===== src/rtl/tick_slot_pkg.sv =====
// Shared types and helpers for the tick slot scheduler.
// Latency: n/a (types, constants and pure functions only).
// Backpressure: n/a.
// Contents: state enum, index width sized for the largest supported NREQ,
// and the circular round-robin search helpers used during arbitration.
package tick_slot_pkg;

  typedef enum logic {
    IDLE = 1'b0,
    RUN  = 1'b1
  } state_e;

  // Requester indices are carried at the width of the largest supported
  // configuration (8), so the helpers work for any NREQ in 2..8.
  localparam int NREQ_MAX = 8;
  localparam int IDXW     = $clog2(NREQ_MAX);

  // Index following i, wrapping at nreq.
  function automatic logic [IDXW-1:0] rr_next(input logic [IDXW-1:0] i,
                                              input int nreq);
    if (int'(i) >= nreq - 1) return '0;
    return i + IDXW'(1);
  endfunction

  // First set bit of req, searching circularly upward from ptr.
  // Returns ptr when nothing is set; callers gate on req != 0.
  function automatic logic [IDXW-1:0] rr_pick(input logic [NREQ_MAX-1:0] req,
                                              input logic [IDXW-1:0] ptr,
                                              input int nreq);
    logic [IDXW-1:0] sel;
    logic [IDXW-1:0] jj;
    logic            found;
    int              j;
    sel   = ptr;
    found = 1'b0;
    for (int k = 0; k < NREQ_MAX; k++) begin
      if (k < nreq) begin
        j = int'(ptr) + k;
        if (j >= nreq) j = j - nreq;
        jj = j[IDXW-1:0];
        if (!found && req[jj]) begin
          sel   = jj;
          found = 1'b1;
        end
      end
    end
    return sel;
  endfunction

endpackage


===== src/rtl/tick_slot_scheduler_counter.sv =====
// Modulo-lim tick counter owned by whichever requester holds the slot.
// Latency: count updates one cycle after en/clr; last is combinational from count and lim.
// Backpressure: none; clr has priority over en.
// Ports: clk, rst (async, active-high), clr, en, lim[W] in; count[W], last out.
module mod_n_counter #(
  parameter int W = 4
) (
  input  logic         clk,
  input  logic         rst,
  input  logic         clr,
  input  logic         en,
  input  logic [W-1:0] lim,
  output logic [W-1:0] count,
  output logic         last
);

  logic [W-1:0] count_q;
  logic [W-1:0] count_d;

  assign last  = (count_q == lim - W'(1));
  assign count = count_q;

  always_comb begin
    count_d = count_q;
    if (clr) begin
      count_d = '0;
    end else if (en) begin
      count_d = last ? '0 : count_q + W'(1);
    end
  end

  always_ff @(posedge clk or posedge rst) begin
    if (rst) count_q <= '0;
    else     count_q <= count_d;
  end

endmodule


===== src/rtl/tick_slot_scheduler.sv =====
// Round-robin scheduler that hands one modulo-N tick counter to NREQ requesters for timed slots.
// Latency: grant appears one cycle after the arbitration edge; done/err are one-cycle registered pulses.
// Backpressure: requests wait while a slot runs; a dropped req aborts the running slot at the next edge.
// Ports: clk, rst (async, active-high), req[NREQ], limit_flat[NREQ*W] in;
//        gnt[NREQ] (one-hot), busy, count[W], done[NREQ], err out.
module tick_slot_scheduler
  import tick_slot_pkg::*;
#(
  parameter int NREQ = 4,
  parameter int W    = 4
) (
  input  logic            clk,
  input  logic            rst,
  input  logic [NREQ-1:0] req,
  input  logic [NREQ*W-1:0] limit_flat,
  output logic [NREQ-1:0] gnt,
  output logic            busy,
  output logic [W-1:0]    count,
  output logic [NREQ-1:0] done,
  output logic            err
);

  state_e            state_q, state_d;
  logic [IDXW-1:0]   idx_q, idx_d;
  logic [IDXW-1:0]   rr_q, rr_d;
  logic [W-1:0]      lim_q, lim_d;
  logic [NREQ-1:0]   done_q, done_d;
  logic              err_q, err_d;

  logic [NREQ_MAX-1:0] req_ext;
  logic [W-1:0]        lims [NREQ_MAX];
  logic [IDXW-1:0]     sel;
  logic [NREQ_MAX-1:0] idx_onehot;
  logic                cnt_clr;
  logic                cnt_en;
  logic                cnt_last;

  // Unused requester slots read as zero-length and never requesting.
  assign req_ext = NREQ_MAX'(req);
  for (genvar g = 0; g < NREQ_MAX; g++) begin : g_lims
    if (g < NREQ) begin : g_used
      assign lims[g] = limit_flat[g*W +: W];
    end else begin : g_unused
      assign lims[g] = '0;
    end
  end

  assign sel        = rr_pick(req_ext, rr_q, NREQ);
  assign idx_onehot = NREQ_MAX'(1) << idx_q;

  always_comb begin
    state_d = state_q;
    idx_d   = idx_q;
    rr_d    = rr_q;
    lim_d   = lim_q;
    done_d  = '0;
    err_d   = 1'b0;
    cnt_clr = 1'b0;
    cnt_en  = 1'b0;
    case (state_q)
      IDLE: begin
        if (req_ext != '0) begin
          if (lims[sel] != '0) begin
            state_d = RUN;
            idx_d   = sel;
            lim_d   = lims[sel];
            cnt_clr = 1'b1;
          end else begin
            // Zero-length slot: reject and move the pointer past it so
            // it cannot starve the others.
            err_d = 1'b1;
            rr_d  = rr_next(sel, NREQ);
          end
        end
      end
      RUN: begin
        if (!req_ext[idx_q]) begin
          state_d = IDLE;
          cnt_clr = 1'b1;
          rr_d    = rr_next(idx_q, NREQ);
        end else begin
          // The counter wraps itself to 0 on the last tick.
          cnt_en = 1'b1;
          if (cnt_last) begin
            state_d = IDLE;
            done_d  = NREQ'(idx_onehot);
            rr_d    = rr_next(idx_q, NREQ);
          end
        end
      end
      default: state_d = IDLE;
    endcase
  end

  always_ff @(posedge clk or posedge rst) begin
    if (rst) begin
      state_q <= IDLE;
      idx_q   <= '0;
      rr_q    <= '0;
      lim_q   <= '0;
      done_q  <= '0;
      err_q   <= 1'b0;
    end else begin
      state_q <= state_d;
      idx_q   <= idx_d;
      rr_q    <= rr_d;
      lim_q   <= lim_d;
      done_q  <= done_d;
      err_q   <= err_d;
    end
  end

  mod_n_counter #(.W(W)) u_counter (
    .clk   (clk),
    .rst   (rst),
    .clr   (cnt_clr),
    .en    (cnt_en),
    .lim   (lim_q),
    .count (count),
    .last  (cnt_last)
  );

  // Decoded purely from registers, so no input-to-output combinational path.
  assign busy = (state_q == RUN);
  assign gnt  = busy ? NREQ'(idx_onehot) : '0;
  assign done = done_q;
  assign err  = err_q;

endmodule


===== config.mk =====
export PLATFORM = sky130hd
export DESIGN_NAME = tick_slot_scheduler
export DESIGN_NICKNAME = d
export VERILOG_FILES = /design/src/rtl/tick_slot_pkg.sv /design/src/rtl/tick_slot_scheduler_counter.sv /design/src/rtl/tick_slot_scheduler.sv
export SDC_FILE = /design/constraint.sdc
export NUM_CORES = 1
export LEC_CHECK = 0
export ABC_AREA = 1
export CORE_ASPECT_RATIO = 0.7
export CORE_UTILIZATION = 55
export DETAILED_ROUTE_END_ITERATION = 10
export GPL_ROUTABILITY_DRIVEN = 0
export PLACE_DENSITY_LB_ADDON = 0.3
export SETUP_SLACK_MARGIN = 0.05
export SLEW_MARGIN = 40
export SYNTH_ARGS = -nofsm -noshare
export SYNTH_HDL_FRONTEND = slang
export SYNTH_HIERARCHICAL = 1
export SYNTH_SLANG_ARGS = --single-unit

===== constraint.sdc =====
create_clock -name clk -period 7.2 [get_ports clk]
set_input_delay 2.16 -clock clk [delete_from_list [all_inputs] [get_ports clk]]
set_output_delay 2.16 -clock clk [all_outputs]
set_load 0.01 [all_outputs]

==> results of run 1 <==
[worst reg2reg max path, cell delays in order, from the launching register on]
cell	delay, ps
dfrtp_1	620
inv_4	110
ha_1	350
inv_1	140
nand3_1	130
nand3_1	160
nand3_2	130
nor2_4	140
nand2_4	120
nand2_8	140
nand2_1	60
nand3_1	80
nand2_1	60
nand2_1	80
nand2_1	80
nor2_2	180
nor2_4	60
nand2_4	160
o21ai_1	160
nor2_2	300
nor2_4	70
nand3_1	90
nand2_1	60
[cell usage in the layout (no fill, tap or decap), drive strengths merged]
master / netlist / final
inv: 35 / 35
nand2: 101 / 101
o22ai: 1 / 1
o32ai: 2 / 2
clkbuf: 1 / 3
a21oi: 1 / 1
nand3b: 5 / 5
nor2: 18 / 18
dfrtp: 20 / 20
o21ai: 10 / 10
clkinv: 1 / 1
xor2: 2 / 2
nand3: 34 / 34
nor4: 2 / 2
bufinv: 0 / 1
a31oi: 1 / 1
clkdlybuf4s50: 0 / 35
ha: 11 / 11
nor3: 5 / 5
xnor2: 2 / 2
nand4: 2 / 2
[report_power, final]
part           internal (uW)  leakage [uW]  switching [uW]  total (uW)
logic                    298      0.000836             536         835
registers                150      0.000263            59.9         210
clock network           74.3     0.0000357            39.2         114
[kinds of logic (layout without fill, tap and decap cells)]
family	Yosys count	count (layout)
and+or+nand+nor	167	167
buffers and inverters	39	75
DFF	20	20
AOI/OAI and AO/OA	15	15
adders and majority gates	11	11
xor gates and xnor gates	4	4
[stage by stage]
step           setup WS (ps)  utilization  power, uW  hold WS, ps
3_3_place_gp            2169       0.7263       1006        520.3
5_1_grt                 2002       0.7509       1280        602.2
2_1_floorplan           2904            -      860.3        479.8
4_1_cts                 2335       0.7509       1151        546.6
6_report                2293       0.7509       1158        551.9
3_5_place_dp            2060       0.7263       1029        526.6
[final cells by class]
cell class / instances / area (sq um) / area share
clock buffers: 3 / 41.29 / 0.01894
inverters: 36 / 137.6 / 0.06315
clock inverters: 1 / 30.03 / 0.01378
flip-flops and latches: 20 / 500.5 / 0.2296
well taps: 36 / 45.04 / 0.02067
multi-input cells: 197 / 1075 / 0.4931
repair buffers: 35 / 350.3 / 0.1607
[worst max-delay path by stage]
stage | end | from | slack, ps
2_1_floorplan | u_counter/count[0] | req[1] | 2900
3_3_place_gp | u_counter/count[0] | req[0] | 2170
3_5_place_dp | u_counter/count[3] | req[2] | 2060
4_1_cts | u_counter/count[0] | req[2] | 2340
5_1_grt | u_counter/count[1] | req[0] | 2000
6_report | u_counter/count[3] | req[0] | 2290
[registers in the layout, summed over array words and instances (netlist names)]
register / count
rr_q: 3
idx_q: 3
done: 4
u_counter/count: 4
err: 1
busy: 1
lim_q: 4
[routing by layer]
metal | vias up | wire, microns | track usage | share of wire
met5 | - | 0 | 0 | 0
met4 | 0 | 44 | 0.08503 | 0.011
met3 | 5 | 354 | 0.05372 | 0.088
met2 | 98 | 1735 | 0.3900 | 0.43
met1 | 795 | 1887 | 0.3770 | 0.47
li1 | 893 | - | - | -
==> qor.csv, run 1 <==
stage;metric;value;unit
critical_path;cpMaxStageDelayCell;clkdlybuf4s50_1;
place;postPlaceCellArea;2108;sq um
global_routing;gr-total-overflow;0;
routing;vias;1791;
critical_path;arrival;5060;ps
cts;root_buffer;clkbuf_8;
synth;synth_commonest_cells;92 x nand2_1, 32 x nand3_1, 29 x inv_1;
critical_path;path_cells;clkdlybuf4s50_1 > nand2_1 > nand2_1 > nor2_1 > nor2_1 > inv_2 > nor2_4 > nand2_4 > nand2_8 > nand2_1 > nand3_1 > nand2_1 > nand2_1 > nand2_1 > nor2_2 > nor2_4 > nand2_4 > o21ai_1 > nor2_2 > nor2_4 > nand3_1 > nand2_1;
cells_and_area;final_nets;326;
critical_path;path_depth;22;
routing;routedWlPerCell;12.26;microns
cts;numCtsBuffers;3;
pwr;irDropWorstVdd;0.3074;mV
floorplan;coreArea;2903;sq um
timing;grt_setup_unrepaired;no;
place;portBuffers;35;
synth;synth_ff_type;dfrtp_1;
routing;drc;0;
critical_path;rr_endpoint;u_counter/count[3];
synth;synth_seq_cells;20;
critical_path;crit_top_cell;nand2_1;
floorplan;die_w;69.21;microns
timing;final_max_slew_viol_count;0;
critical_path;crit_family;simple AND/OR/NAND/NOR gates;
routing;drtPass1Iterations;5;
timing;max_freq;0.2038;GHz
cts;clock-sinks;20;
synth;synthAdderAreaFrac;0.07914;
worst_hold_path;hold_depth;2;
floorplan;boundaryPins;36;
synth;syn_inst;256;
global_routing;grt_first_pass_wirelength;7017;microns
cts;cts_resized;0;
cells_and_area;final_layout_size_suffix_gt1_frac;0.1062;
synth;ys_seq_area_frac;0.2878;
worst_hold_path;hold_path_end;lim_q[3];
routing;final_antenna_net_count;0;
cts;postCtsHoldBufs;0;
critical_path;cpPeakStageDelay;550;ps
cells_and_area;instances_no_fill;328;
routing;drt-initial-drc-count;221;
synth;synth_top_area_frac;0.2878;
global_routing;first_global_vias;1539;
synth;yosysMostFrequentCell;nand2_1;
cts;cts_max_path_buffers;2;
place;dp_hpwl;3149;microns
timing;setup_viol;0;
critical_path;reg2reg_from;rr_q[0];
worst_hold_path;min-delay-path-class;reg2reg;
cts;cts_setup_buffers;0;
timing;tns;0;ps
cells_and_area;fill_cells;234;
synth;synth_cell_types;31;
synth;yosys_warnings;6;
floorplan;rows;16;
pwr;leakage;0.001134;uW
synth;synth_top_family_by_area;simple AND/OR/NAND/NOR gates;
timing;hold_viol_final;0;
synth;synth_area;1739;sq um
cts;htree_levels;1;
outcome;status;complete, no violations;
synth;synthMuxAreaShare;0;
cells_and_area;diodes;0;
timing;fin_crit;4907;ps
flow_run;drv_cap;0;
critical_path;crit_path_max_fanout;14;
synth;synthTopCellsByArea;dfrtp_1 29%, nand2_1 20%, nand3_1 9.2%;
critical_path;critPathRequiredTime;7360;ps
place;dp.cells;324;
floorplan;dieHeight;49.05;microns
pwr;powerDensity;531.5;nW/um^2
critical_path;startpoint_type;input pin;
routing;wl;4021;microns
critical_path;reg2reg_slack;3620;ps
critical_path;path_class;in2reg;
synth;yosys.area.top_type;dfrtp_1;
timing;fin_crit_sh;0.6816;
cells_and_area;area_delta_synth_final;25.32;%
cts;worstSkewPairLatency;270;ps
synth;synth_fp_nets;289;
global_routing;grt_max_degree;17;
floorplan;die_area;3395;sq um
synth;synth_edf_count;0;
synth;synthSimpleGateAreaFrac;0.4590;
cts;cts_tree;yes;
critical_path;reg2reg_depth;22;
critical_path;cp-end-kind;register;
timing;relSlewSlack;0.5875;
synth;synth-compound-area-share;0.05971;
critical_path;cp_num_buf_inv;2;
cells_and_area;finish.instance_area;2180;sq um
synth;avgSynthCellArea;6.794;sq um
routing;vias_per_cell;5.460;
synth;synth-xor-area-share;0.02014;
synth;synthArstFlopShare;1.000;
global_routing;antenna_found_initial;0;
timing;fin_skew;4.562;ps
timing;worstMarginPinSlew;618.1;ps
cts;cts.clk_slew.worst_paths;80;ps
worst_hold_path;hp-start;lim_q[3];
floorplan;start_util;0.5991;
global_routing;gr-usage-all-layers;0.2609;
(Power assumes the default switching activity.)
==> inputs of run 2 (changes only) <==
--- a/config.mk
+++ b/config.mk
@@ -7,7 +7,7 @@
 export LEC_CHECK = 0
 export ABC_AREA = 1
 export CORE_ASPECT_RATIO = 0.7
-export CORE_UTILIZATION = 55
+export CORE_UTILIZATION = 51
 export DETAILED_ROUTE_END_ITERATION = 10
 export GPL_ROUTABILITY_DRIVEN = 0
 export PLACE_DENSITY_LB_ADDON = 0.3
==> constraint.sdc (replaced) <==
create_clock -name clk -period 4.9 [get_ports clk]
set_input_delay 1.47 -clock clk [delete_from_list [all_inputs] [get_ports clk]]
set_output_delay 1.47 -clock clk [all_outputs]
set_load 0.01 [all_outputs]
==> qor.csv, run 2 (synthesis results as in run 1) <==
stage;metric;value;unit;change
outcome;status;complete, no violations;;
critical_path;reg2reg_slack;1410;ps;-2210 ps
cells_and_area;finish.instance_area;2182;sq um;+0.11%
floorplan;dieHeight;50.86;microns;+3.7%
cells_and_area;area_delta_synth_final;25.47;%;
timing;relSlewSlack;0.5725;;-0.01501
floorplan;coreArea;3191;sq um;+9.9%
routing;drtPass1Iterations;4;;-1
timing;max_freq;0.2401;GHz;
critical_path;rr_endpoint;u_counter/count[3];;
cts;root_buffer;clkbuf_8;;
critical_path;cpPeakStageDelay;550;ps;about the same
cells_and_area;diodes;0;;unchanged
floorplan;die_area;3651;sq um;+7.6%
global_routing;gr-total-overflow;0;;unchanged
global_routing;gr-usage-all-layers;0.2395;;-0.02137
cells_and_area;final_common_cell;nand2_1;;
cts;htree_levels;1;;unchanged
critical_path;crit_top_cell;nand2_1;;
timing;fin_skew;6.694;ps;+2.132 ps
timing;worstMarginPinSlew;640.6;ps;+22.50 ps
critical_path;critPathRequiredTime;5060;ps;-2300 ps
place;dp_hpwl;3201;microns;+1.6%
floorplan;start_util;0.5451;;-0.05404
cts;clock-sinks;20;;unchanged
critical_path;critical_path.startpoint;req[0];;
cts;cts_resized;0;;unchanged
pwr;leakage;0.001134;uW;unchanged
global_routing;antenna_found_initial;0;;unchanged
routing;drc;0;;unchanged
critical_path;path_cells;clkdlybuf4s50_1 > nand2_1 > nand3_1 > inv_2 > nor2_2 > nand2_1 > nand2_1 > nand2_1 > nand2_4 > nand2_8 > nand2_1 > nand2_1 > nand2_1 > nand2_1 > nand2_1 > nand2_1 > nor2_2 > nor2_4 > nand2_4 > o21ai_1 > nor2_2 > nor2_4 > nand3_1 > nand2_1;;
cts;cts_setup_buffers;0;;unchanged
floorplan;die_w;71.80;microns;+3.7%
timing;setup_viol;0;;unchanged
critical_path;crit_path_end;u_counter/count[3];;
cts;cts_max_path_buffers;2;;unchanged
routing;drt-initial-drc-count;144;;-35%
flow_run;drv_cap;0;;unchanged
place;postPlaceCellArea;2111;sq um;+0.12%
pwr;powerDensity;778.5;nW/um^2;+46%
cells_and_area;final_util;0.6839;;-0.06694
routing;vias;1724;;-3.7%
timing;tns;0;ps;unchanged
pwr;irDropWorstVdd;0.3658;mV;+19%
floorplan;boundaryPins;36;;unchanged
critical_path;reg2reg_depth;22;;unchanged
cts;numCtsBuffers;3;;unchanged
critical_path;cpMaxStageDelayCell;clkdlybuf4s50_1;;
timing;final_max_slew_viol_count;0;;unchanged
critical_path;startpoint_type;input pin;;
cts;cts_tree;yes;;
routing;wl;4082;microns;+1.5%
cts;postCtsHoldBufs;0;;unchanged
routing;final_antenna_net_count;0;;unchanged
timing;grt_setup_unrepaired;no;;
cells_and_area;final_nets;326;;unchanged
routing;vias_per_cell;5.224;;-4.3%
cells_and_area;layout.cells.most_common_list;92 x nand2_1, 35 x clkdlybuf4s50_1, 32 x nand3_1, 29 x inv_1, 20 x dfrtp_1;;
place;portBuffers;35;;unchanged
global_routing;first_global_vias;1598;;+3.8%
critical_path;path_class;in2reg;;
floorplan;rows;17;;+1
critical_path;reg2reg_from;rr_q[0];;
timing;fin_crit_sh;0.8501;;
timing;hold_viol_final;0;;unchanged
cts;cts.clk_slew.worst_paths;80;ps;about the same
routing;routedWlPerCell;12.37;microns;+0.90%
critical_path;cp-end-kind;register;;
cts;worstSkewPairLatency;260;ps;about the same
cells_and_area;final_layout_size_suffix_gt1_frac;0.1062;;unchanged
critical_path;arrival;4320;ps;-740 ps
global_routing;grt_max_degree;17;;unchanged
critical_path;crit_path_max_fanout;14;;unchanged
cells_and_area;fill_cells;277;;+18%
worst_hold_path;min-delay-path-class;reg2reg;;
timing;fin_crit;4165;ps;
global_routing;grt_first_pass_wirelength;6865;microns;-2.2%
## run 2: cell counts in the layout (fill, tap and decap cells not counted)
No cell type changed its count.
## run 2: layout make-up
type | count | area (sq um) | area share
multi-input cells | 197 | 1075 | 0.4925
flip-flops and latches | 20 | 500.5 | 0.2294
repair buffers | 35 | 350.3 | 0.1606
inverters | 36 | 137.6 | 0.06307
well taps | 38 | 47.55 | 0.02179
clock buffers | 3 | 41.29 | 0.01892
clock inverters | 1 | 30.03 | 0.01376
## run 2: stage by stage
stage | instances | hold slack [ps] | setup slack (ps) | total power, uW
6_report | 330 | 540.0 | 734.7 | 1699
5_1_grt | 330 | 568.8 | 350.6 | 1888
4_1_cts | 330 | 537.7 | 741.4 | 1694
3_5_place_dp | 326 | 519.6 | 470.1 | 1515
3_3_place_gp | 326 | 527.3 | 565.4 | 1484
2_1_floorplan | 256 | 479.8 | 1294 | 1264
## run 2: critical path: cells and delay by family
kind                   cells  cell delay [ps]
AOI/OAI and AO/OA          1              160
buffers and inverters      2              590
and+or+nand+nor           21             2080
## run 2: worst min path at each step
stage | slack (ps) | depth (start not counted) | endpoint | start
after global routing | 570 | 2 | lim_q[3] | lim_q[3]
after floorplan | 480 | 2 | lim_q[3] | lim_q[3]
final | 540 | 2 | lim_q[3] | lim_q[3]
after global placement | 530 | 2 | lim_q[1] | lim_q[1]
after detailed placement | 520 | 2 | lim_q[3] | lim_q[3]
after CTS | 540 | 2 | lim_q[3] | lim_q[3]
## run 2: per-layer routing
metal,up-vias,track usage,share of wire
li1,890,-,-
met1,769,0.3329,0.50
met2,63,0.3947,0.44
met3,2,0.05128,0.060
met4,0,0.03268,0.00049
met5,-,0,0
## run 2: where the power goes
part | internal, uW | switching (uW) | leakage [uW]
Sequential | 221 | 88.4 | 0.000263
Clock | 109 | 57.4 | 0.0000357
Combinational | 441 | 783 | 0.000836
Total | 770 | 928 | 0.00113
